--- src/rtl/writeback_stage.sv ---
// Register-file write-back stage: arbitrates ALU results and in-order load
// returns onto one write port, and keeps a load-use scoreboard for decode.

module writeback_stage_pend #(
  parameter int LQ_DEPTH = 4,
  parameter int RW       = 5,
  parameter int REG_IDX  = 0
) (
  input  logic [LQ_DEPTH-1:0][RW-1:0] i_dest,
  input  logic [LQ_DEPTH-1:0]         i_live,
  input  logic                        i_wb_ld,
  input  logic [RW-1:0]               i_wb_rd,
  output logic                        o_pend
);
  always_comb begin
    // A load write on the port still counts until the register file has it.
    o_pend = i_wb_ld && (i_wb_rd == RW'(REG_IDX));
    for (int e = 0; e < LQ_DEPTH; e++)
      if (i_live[e] && (i_dest[e] == RW'(REG_IDX))) o_pend = 1'b1;
  end
endmodule

module writeback_stage #(
  parameter  int LQ_DEPTH = 4,
  parameter  int NUM_REGS = 32,
  parameter  int REG_W    = 32,
  localparam int RW       = $clog2(NUM_REGS)
) (
  input  logic                clk,
  input  logic                rst,
  input  logic                alu_valid,
  input  logic [RW-1:0]       alu_rd,
  input  logic [REG_W-1:0]    alu_val,
  output logic                alu_ready,
  input  logic                ld_issue,
  input  logic [RW-1:0]       ld_issue_rd,
  output logic                ld_issue_ready,
  input  logic                ld_ret_valid,
  input  logic [REG_W-1:0]    ld_ret_val,
  output logic                ld_ret_ready,
  input  logic [RW-1:0]       chk_rs,
  input  logic [RW-1:0]       chk_rt,
  output logic                stall,
  output logic [NUM_REGS-1:0] pending,
  output logic [RW-1:0]       rd,
  output logic [REG_W-1:0]    reg_in,
  output logic                write_en
);
  localparam int PW = $clog2(LQ_DEPTH);
  localparam int CW = PW + 1;

  typedef struct packed {
    logic [RW-1:0]    dest;
    logic [REG_W-1:0] data;
  } lq_ent_t;

  lq_ent_t [LQ_DEPTH-1:0]       r_ent;
  logic [LQ_DEPTH-1:0]          r_has;
  logic [PW-1:0]                r_head, r_fill, r_tail;
  logic [CW-1:0]                r_count, r_wait;
  logic                         r_wb_is_load;

  logic                         w_full, w_head_rdy, w_load_wins;
  logic                         w_iss, w_ret;
  logic [LQ_DEPTH-1:0]          w_live;
  logic [LQ_DEPTH-1:0][RW-1:0]  w_dest;
  logic [PW-1:0]                w_off;

  assign w_full         = (r_count == CW'(LQ_DEPTH));
  // has_data is cleared on pop, so an empty queue never shows a ready head.
  assign w_head_rdy     = r_has[r_head];
  assign alu_ready      = !(w_head_rdy && w_full);
  assign w_load_wins    = w_head_rdy && (w_full || !alu_valid);
  assign ld_issue_ready = !w_full;
  // r_wait counts entries still awaiting data; a return only pairs with those.
  assign ld_ret_ready   = (r_wait != '0);
  assign w_iss          = ld_issue && ld_issue_ready;
  assign w_ret          = ld_ret_valid && ld_ret_ready;

  always_comb begin
    w_off = '0;
    for (int e = 0; e < LQ_DEPTH; e++) begin
      w_off     = PW'(e) - r_head;
      w_live[e] = ({1'b0, w_off} < r_count);
      w_dest[e] = r_ent[e].dest;
    end
  end

  for (genvar g = 0; g < NUM_REGS; g++) begin : g_pend
    writeback_stage_pend #(.LQ_DEPTH(LQ_DEPTH), .RW(RW), .REG_IDX(g)) u_pend (
      .i_dest  (w_dest),
      .i_live  (w_live),
      .i_wb_ld (write_en && r_wb_is_load),
      .i_wb_rd (rd),
      .o_pend  (pending[g])
    );
  end

  assign stall = pending[chk_rs] | pending[chk_rt];

  always_ff @(posedge clk or negedge rst) begin
    if (!rst) begin
      r_ent        <= '0;
      r_has        <= '0;
      r_head       <= '0;
      r_fill       <= '0;
      r_tail       <= '0;
      r_count      <= '0;
      r_wait       <= '0;
      r_wb_is_load <= 1'b0;
      rd           <= '0;
      reg_in       <= '0;
      write_en     <= 1'b0;
    end else begin
      // tail, fill and head never alias when their operations fire together.
      if (w_iss) begin
        r_ent[r_tail].dest <= ld_issue_rd;
        r_has[r_tail]      <= 1'b0;
        r_tail             <= r_tail + PW'(1);
      end
      if (w_ret) begin
        r_ent[r_fill].data <= ld_ret_val;
        r_has[r_fill]      <= 1'b1;
        r_fill             <= r_fill + PW'(1);
      end
      if (w_load_wins) begin
        r_has[r_head] <= 1'b0;
        r_head        <= r_head + PW'(1);
        rd            <= r_ent[r_head].dest;
        reg_in        <= r_ent[r_head].data;
        write_en      <= 1'b1;
        r_wb_is_load  <= 1'b1;
      end else if (alu_valid && alu_ready) begin
        rd           <= alu_rd;
        reg_in       <= alu_val;
        write_en     <= 1'b1;
        r_wb_is_load <= 1'b0;
      end else begin
        write_en     <= 1'b0;
        r_wb_is_load <= 1'b0;
      end
      r_count <= r_count + CW'(w_iss) - CW'(w_load_wins);
      r_wait  <= r_wait + CW'(w_iss) - CW'(w_ret);
    end
  end
endmodule

--- config.mk ---
export PLATFORM = sky130hd
export DESIGN_NAME = writeback_stage
export DESIGN_NICKNAME = d
export VERILOG_FILES = /design/src/rtl/writeback_stage.sv
export SDC_FILE = /design/constraint.sdc
export NUM_CORES = 1
export LEC_CHECK = 0
export CORE_MARGIN = 1.5
export CORE_UTILIZATION = 30
export CTS_BUF_LIST = sky130_fd_sc_hd__clkbuf_4
export CTS_CLUSTER_DIAMETER = 200
export DETAILED_ROUTE_END_ITERATION = 8
export DONT_BUFFER_PORTS = 1
export PLACE_DENSITY = 0.48
export SLEW_MARGIN = 40
export SYNTH_ARGS = -nofsm -noshare
export SYNTH_HDL_FRONTEND = slang
export SYNTH_SLANG_ARGS = --single-unit
--- constraint.sdc ---
create_clock -name clk -period 6.07 [get_ports clk]
set_clock_uncertainty 0.05 [all_clocks]
set_input_delay 1.821 -clock clk [delete_from_list [all_inputs] [get_ports clk]]
set_output_delay 1.821 -clock clk [all_outputs]
set_load 0.1 [all_outputs]
### After elaboration in Yosys (flattened, before gate mapping)

Cells that the tools add are included.

| word-level totals | value |
|---|---|
| register bits after elaboration | 203 |
| bits of input ports | 89 |
| output and inout bits | 74 |
| logic and storage cells | 543 |

| cells by class | value |
|---|---|
| add/sub/neg operators | 11 |
| order comparisons | 12 |
| equality and inequality tests | 156 |
| mux-type cells | 160 |
| bitwise gates (word level) | 6 |
| reduce and logical (&&, ||, !) cells | 180 |

Operator list:

| cell | number |
|---|---|
| $eq 5x5->1 const B | 80 |
| $bwmux 148 | 2 |
| $mux 148 | 2 |
| $eq 5x4->1 const B | 40 |
| $logic_and 1x1->1 | 169 |
| $demux 37 s2 | 2 |
| $mux 1 | 137 |
| $eq 5x3->1 const B | 20 |
| $mux 32 | 3 |
| $bmux 37 s2 | 1 |
| $mux 37 | 2 |
| $eq 5x2->1 const B | 10 |
| $eq 5x1->1 const B | 5 |
| $logic_not 5->1 | 5 |
| $lt 2x3->1 | 4 |
| $lt 5x6->1 const B | 2 |
| $mux 4 | 3 |
| $bmux 1 s5 | 2 |
| $mux 5 | 2 |
| $lt 2x3->1 const B | 3 |
| $and 4x4->4 | 2 |
| $not 4->4 | 2 |
| $add 2x1->2 const B | 3 |
| $add 3x1->3 | 2 |
| 13 further kinds | 22 |

### Logic depth before layout (Yosys ltp)

| logic depth | value |
|---|---|
| word-level depth | 11 |
| gate-level depth with buffers | 17 |
| depth with buffers taken out | 13 |

### By module

From an unflattened synthesis, not the netlist that was laid out.

| second synthesis, totals | value |
|---|---|
| cell total of the unflattened synthesis | 1054 |
| area total of the unflattened synthesis | 12629.6 sq um |

Modules (own cells, without submodules):

| module | times used | cells an instance | area each (sq um) | seq. area each (sq um) |
|---|---|---|---|---|
| writeback_stage | 1 | 681 | 9750.6 | 5079.9 |
| writeback_stage_pend (g_pend[11].u_pend ...) | 6 | 11 | 86.3 | 0.0 |
| writeback_stage_pend (g_pend[10].u_pend ...) | 4 | 12 | 105.1 | 0.0 |
| writeback_stage_pend (g_pend[17].u_pend ...) | 3 | 11 | 95.1 | 0.0 |
| writeback_stage_pend (g_pend[13].u_pend ...) | 2 | 12 | 108.9 | 0.0 |
| writeback_stage_pend (g_pend[1].u_pend ...) | 2 | 12 | 102.6 | 0.0 |
| writeback_stage_pend (g_pend[4].u_pend ...) | 2 | 11 | 90.1 | 0.0 |
| writeback_stage_pend (g_pend[20].u_pend ...) | 2 | 11 | 88.8 | 0.0 |
| writeback_stage_pend (g_pend[23].u_pend ...) | 2 | 11 | 81.3 | 0.0 |
| writeback_stage_pend (g_pend[29].u_pend ...) | 2 | 12 | 78.8 | 0.0 |
| writeback_stage_pend (g_pend[0].u_pend) | 1 | 12 | 93.8 | 0.0 |
| writeback_stage_pend (g_pend[15].u_pend) | 1 | 11 | 85.1 | 0.0 |
| writeback_stage_pend (g_pend[16].u_pend) | 1 | 12 | 82.6 | 0.0 |
| writeback_stage_pend (g_pend[12].u_pend) | 1 | 11 | 77.6 | 0.0 |
| +3 rows | -- | -- | -- | -- |

### Worst setup path after synthesis

OpenSTA, ideal clock, no wires.

| timing | value |
|---|---|
| path kind | reg2out |
| start point | register r_head[0] |
| end point | output stall |
| arrival | 4901 ps |
| data required time | 4199 ps |
| setup slack | -702 ps |
| cell stages (with the launch flop) | 17 |
| buffers on the path | 4 |
| path through | dfrtp_1 > buf_2 > buf_1 > buf_1 > inv_1 > ha_1 > inv_1 > ha_1 > nor2b_2 > a211oi_2 > buf_2 > a32o_1 > a211o_1 > mux4_2 > nor3b_2 > nor4_1 > or4_1 |

| between the ends | value |
|---|---|
| elaborated cells on any way between the ends | 269 |
| classes of those cells | add/sub (4); order compare (4); mux (132); bitwise (1); reduce/logical (128) |

RTL lines:

| element | line | source |
|---|---|---|
| from (decl) | 59 | `logic [PW-1:0] r_head, r_fill, r_tail;` |
| from (signal assigned) | 128 | `r_head <= r_head + PW'(1);` |
| $sub 2x2->2 (*) | 83 | `w_off = PW'(e) - r_head;` |
| via w_off[0] | 67 | `logic [PW-1:0] w_off;` |
| $lt 2x3->1 (*) | 84 | `w_live[e] = ({1'b0, w_off} < r_count);` |
| $logic_and 1x1->1 (*) | 19 | `if (i_live[e] && (i_dest[e] == RW'(REG_IDX))) o_pend = 1'b1;` |
| $mux 1 (*) | 19 |  |
| via g_pend[25].u_pend.o_pend | 13 | `output logic o_pend` |
| $bmux 1 s5 | 99 | `assign stall = pending[chk_rs] \| pending[chk_rt];` |
| $mux 1 (not written as such) | 99 |  |
| $or 1x1->1 (*) | 99 |  |
| to (decl) | 43 | `output logic stall,` |

The timed path passes the listed nets; every way through them passes the cells marked *. The select of a mux whose other input is x is not followed.

### Worst setup path in the final report

| timing | value |
|---|---|
| start point | register r_head[0] |
| end point | output stall |

| between the ends | value |
|---|---|
| elaborated cells on any way between the ends | 269 |
| classes of those cells | add/sub (4); order compare (4); mux (132); bitwise (1); reduce/logical (128) |

RTL lines:

| element | line |
|---|---|
| $sub 2x2->2 (*) | 83 |
| via w_off[0] | 67 |
| $lt 2x3->1 (*) | 84 |
| $logic_and 1x1->1 | 19 |
| $mux 1 | 19 |
| $bmux 1 s5 | 99 |
| $mux 1 (not written as such) | 99 |
| $or 1x1->1 (*) | 99 |

Marks and branches as above.

==> impl_metrics.py <==
metrics = {
    "routing": {
        "remaining_drc_errors": 0,
        "num_vias": 8164,
        "routed_wl_mm": 32.6,
        "vias_per_cell": 5.16,
        "firstDrtPassIters": 5,
        "drtIter0Drc": 683,
        "wl_per_cell_um": 20.6,
        "postRouteAntennaNets": 0,
    },
    "job": {
        "maxCapViolCount": 0,
    },
    "place": {
        "gp_congestion": 0.966,
        "hpwl_mm": 22.4,
        "place_ws_ns": 0.410,
        "port_buffers": 0,
    },
    "timing": {
        "hold_viol_final": 0,
        "max_clock_freq_ghz": 0.166,
        "period_needed_ns": 6.01,
        "finalCritPeriodShare": 0.991,
        "rsz0062_at_grt": "yes",
        "worst_slew_pin_slew_ns": 0.889,
        "worst_slack_ns": 0.0563,
        "drv_slew": 0,
        "finalSetupViolations": 0,
        "slew_headroom": 0.406,
    },
    "synthesis": {
        "synth_top_family_by_area": "multiplexers",
        "synthCells": 1000,
        "syn_area_um2": 11500,
        "synth_top_area_frac": 0.441,
        "syn_avg_cell_area_um2": 11.5,
        "synth_edf_count": 0,
        "syn_nets": 1111,
        "synth_compound_area_frac": 0.0793,
        "synth_seq_cells": 203,
        "yosys-mux-area-fraction": 0.276,
        "ys_types": 58,
        "seq_area_frac_synth": 0.441,
        "synth-xor-area-share": 0.00532,
        "synth_top_flop_cell": "dfrtp_1",
        "synth_area_leaders": "dfrtp_1, mux2_2, mux4_2",
        "synthSimpleGateAreaFrac": 0.122,
        "synth.largest_area_cell": "dfrtp_1",
        "synth_fa_ha_area_frac": 0.0252,
        "async_flop_share": 1.00,
        "yosysWarnings": 0,
    },
    "critical_path": {
        "critical_path_arrival_ns": 4.14,
        "cp-end-kind": "output port",
        "crit_path_start_kind": "flip-flop",
        "crit_chain": "inv_4 > ha_4 > inv_2 > ha_4 > nor2b_4 > a211oi_4 > buf_6 > a32o_1 > a211o_1 > mux4_2 > nor3b_2 > nor4_2 > or4_4",
        "cp_num_buf_inv": 3,
        "critPathMaxFanout": 6,
        "crit_top_cell": "ha_4",
        "timing.setup.critical_path_class": "reg2out",
        "slowest_stage": "or4_4",
        "worstPathRequired_ns": 4.20,
        "crit_family": "simple AND/OR/NAND/NOR gates",
        "critPathMaxStageDelay_ns": 0.72,
    },
    "cts": {
        "hold_buffers": 0,
        "clk_pin_slew_ns": 0.07,
        "tritoncts": "built",
        "h-tree-depth": 2,
        "cts.sinks": 203,
        "cts_made_buffers": 50,
        "clock_path_buffers": 3,
        "cts.root.buffer_cell": "clkbuf_4",
        "clk_latency_ns": 0.66,
    },
    "cells_and_area": {
        "register_area_um2": 5120,
        "layout_commonest_cell": "dfrtp_1",
        "final_cell_mix": "dfrtp_1, mux2_2, nand2_1",
        "drive_gt1_frac": 0.394,
        "fillers": 3805,
        "final_nets": 1137,
        "multi_input_area_um2": 6060,
        "syn2layout_area_growth_pct": 13.9,
    },
    "hold_path": {
        "worstHoldPathType": "reg2reg",
    },
    "floorplan": {
        "start_util": 0.305,
        "die-area_um2": 39600,
        "fp-row-count": 71,
        "die_w_um": 199,
        "die_height_um": 199,
        "io_pins": 163,
        "core_area_um2": 37800,
    },
    "global_route": {
        "antenna_found_initial": 3,
        "grt_max_degree": 204,
        "grtUsageTotal": 0.166,
        "grt-ovfl-total": 0,
        "grt_pass1_vias": 8485,
        "grt_pass1_wl_mm": 50.4,
    },
    "outcome": {
        "status": "finished clean",
    },
}
## worst reg2reg max path: stages, from the launching register on
cell and delay (ns):
dfrtp_4 0.43, buf_4 0.39, buf_4 0.55, mux4_2 0.65, a21boi_4 0.17, ha_1 0.30, inv_1 0.06, ha_1 0.13
inv_1 0.05, fa_1 0.40, xnor2_1 0.19, xnor2_1 0.13
## kinds of logic after synthesis
logic type	Yosys count
AO/OA/AOI/OAI	130
AND/OR/NAND/NOR	279
multiplexers	239
adder cells (fa/ha/maj)	22
buffers and inverters	120
flip-flops	203
XOR/XNOR	7
## cells in the mapped netlist (all sizes together), types with 10 or more instances
cell and n:
and2 11, inv 32, clkbuf 31, a211oi 10, nor3 18, buf 57
nand3 53, a22oi 22, mux4 48, a32oi 11, o21ai 46, nor2 32
nand2 90, dfrtp 203, mux2 148, nand4 10, mux2i 43, ha 20
nor2b 20, nand2b 14
## registers in the layout, summed over array words and instances, names as in the netlist
name,count
r_ent,148
reg_in,32
rd,5
r_has,4
r_count,3
r_wait,3
r_fill,2
r_head,2
r_tail,2
r_wb_is_load,1
write_en,1
## final cells by class
cell class              count  share of cell area
diodes                      3            0.000572
multi-input cells         677               0.462
inverters                  32             0.00934
clock inverters            16             0.00505
repair buffers             62              0.0403
clock buffers              77              0.0440
flip-flops and latches    203               0.390
well taps                 511              0.0487
## metrics by stage
stage	TNS, ns	util	hold slack (ns)	instance area, um^2	instances
after floorplan	0	-	0.389	11500	1000
after global placement	0	0.322	0.409	12200	1474
after detailed placement	0	0.323	0.406	12200	1474
after CTS	0	0.345	0.419	13000	1575
after global routing	-0.121	0.348	0.452	13100	1579
final	0	0.348	0.418	13100	1581
## metal layers
metal | global-route usage | up-vias | routed length (um)
met4 | 0.0617 | 0 | 847
met1 | 0.209 | 4068 | 13600
met3 | 0.0458 | 60 | 2410
met2 | 0.273 | 312 | 15700
met5 | 0 | - | 0
li1 | - | 3724 | -
## final timing paths
check,start,endpoint,slack [ns],depth (start not counted)
setup / recovery,r_head[0],stall,0.06,13
hold / removal,r_wait[2],r_wait[2],0.42,1
max in group asynchronous,rst,reg_in[29],4.50,0
setup reg to reg,r_head[0],r_count[2],2.49,11
min in group asynchronous,rst,r_ent[129],0.80,0
hold reg to reg,r_wait[2],r_wait[2],0.42,1
## repair_timing
action                                  in CTS  in global routing
cloned                                       1                  0
resized for setup                           25                 11
buffers inserted                             7                  2
pin swaps                                   10                  6
endpoints found under the setup margin       1                  1
Power is not shown: default switching activity piles up to over one toggle a cycle in this logic, so the estimate is an artifact.
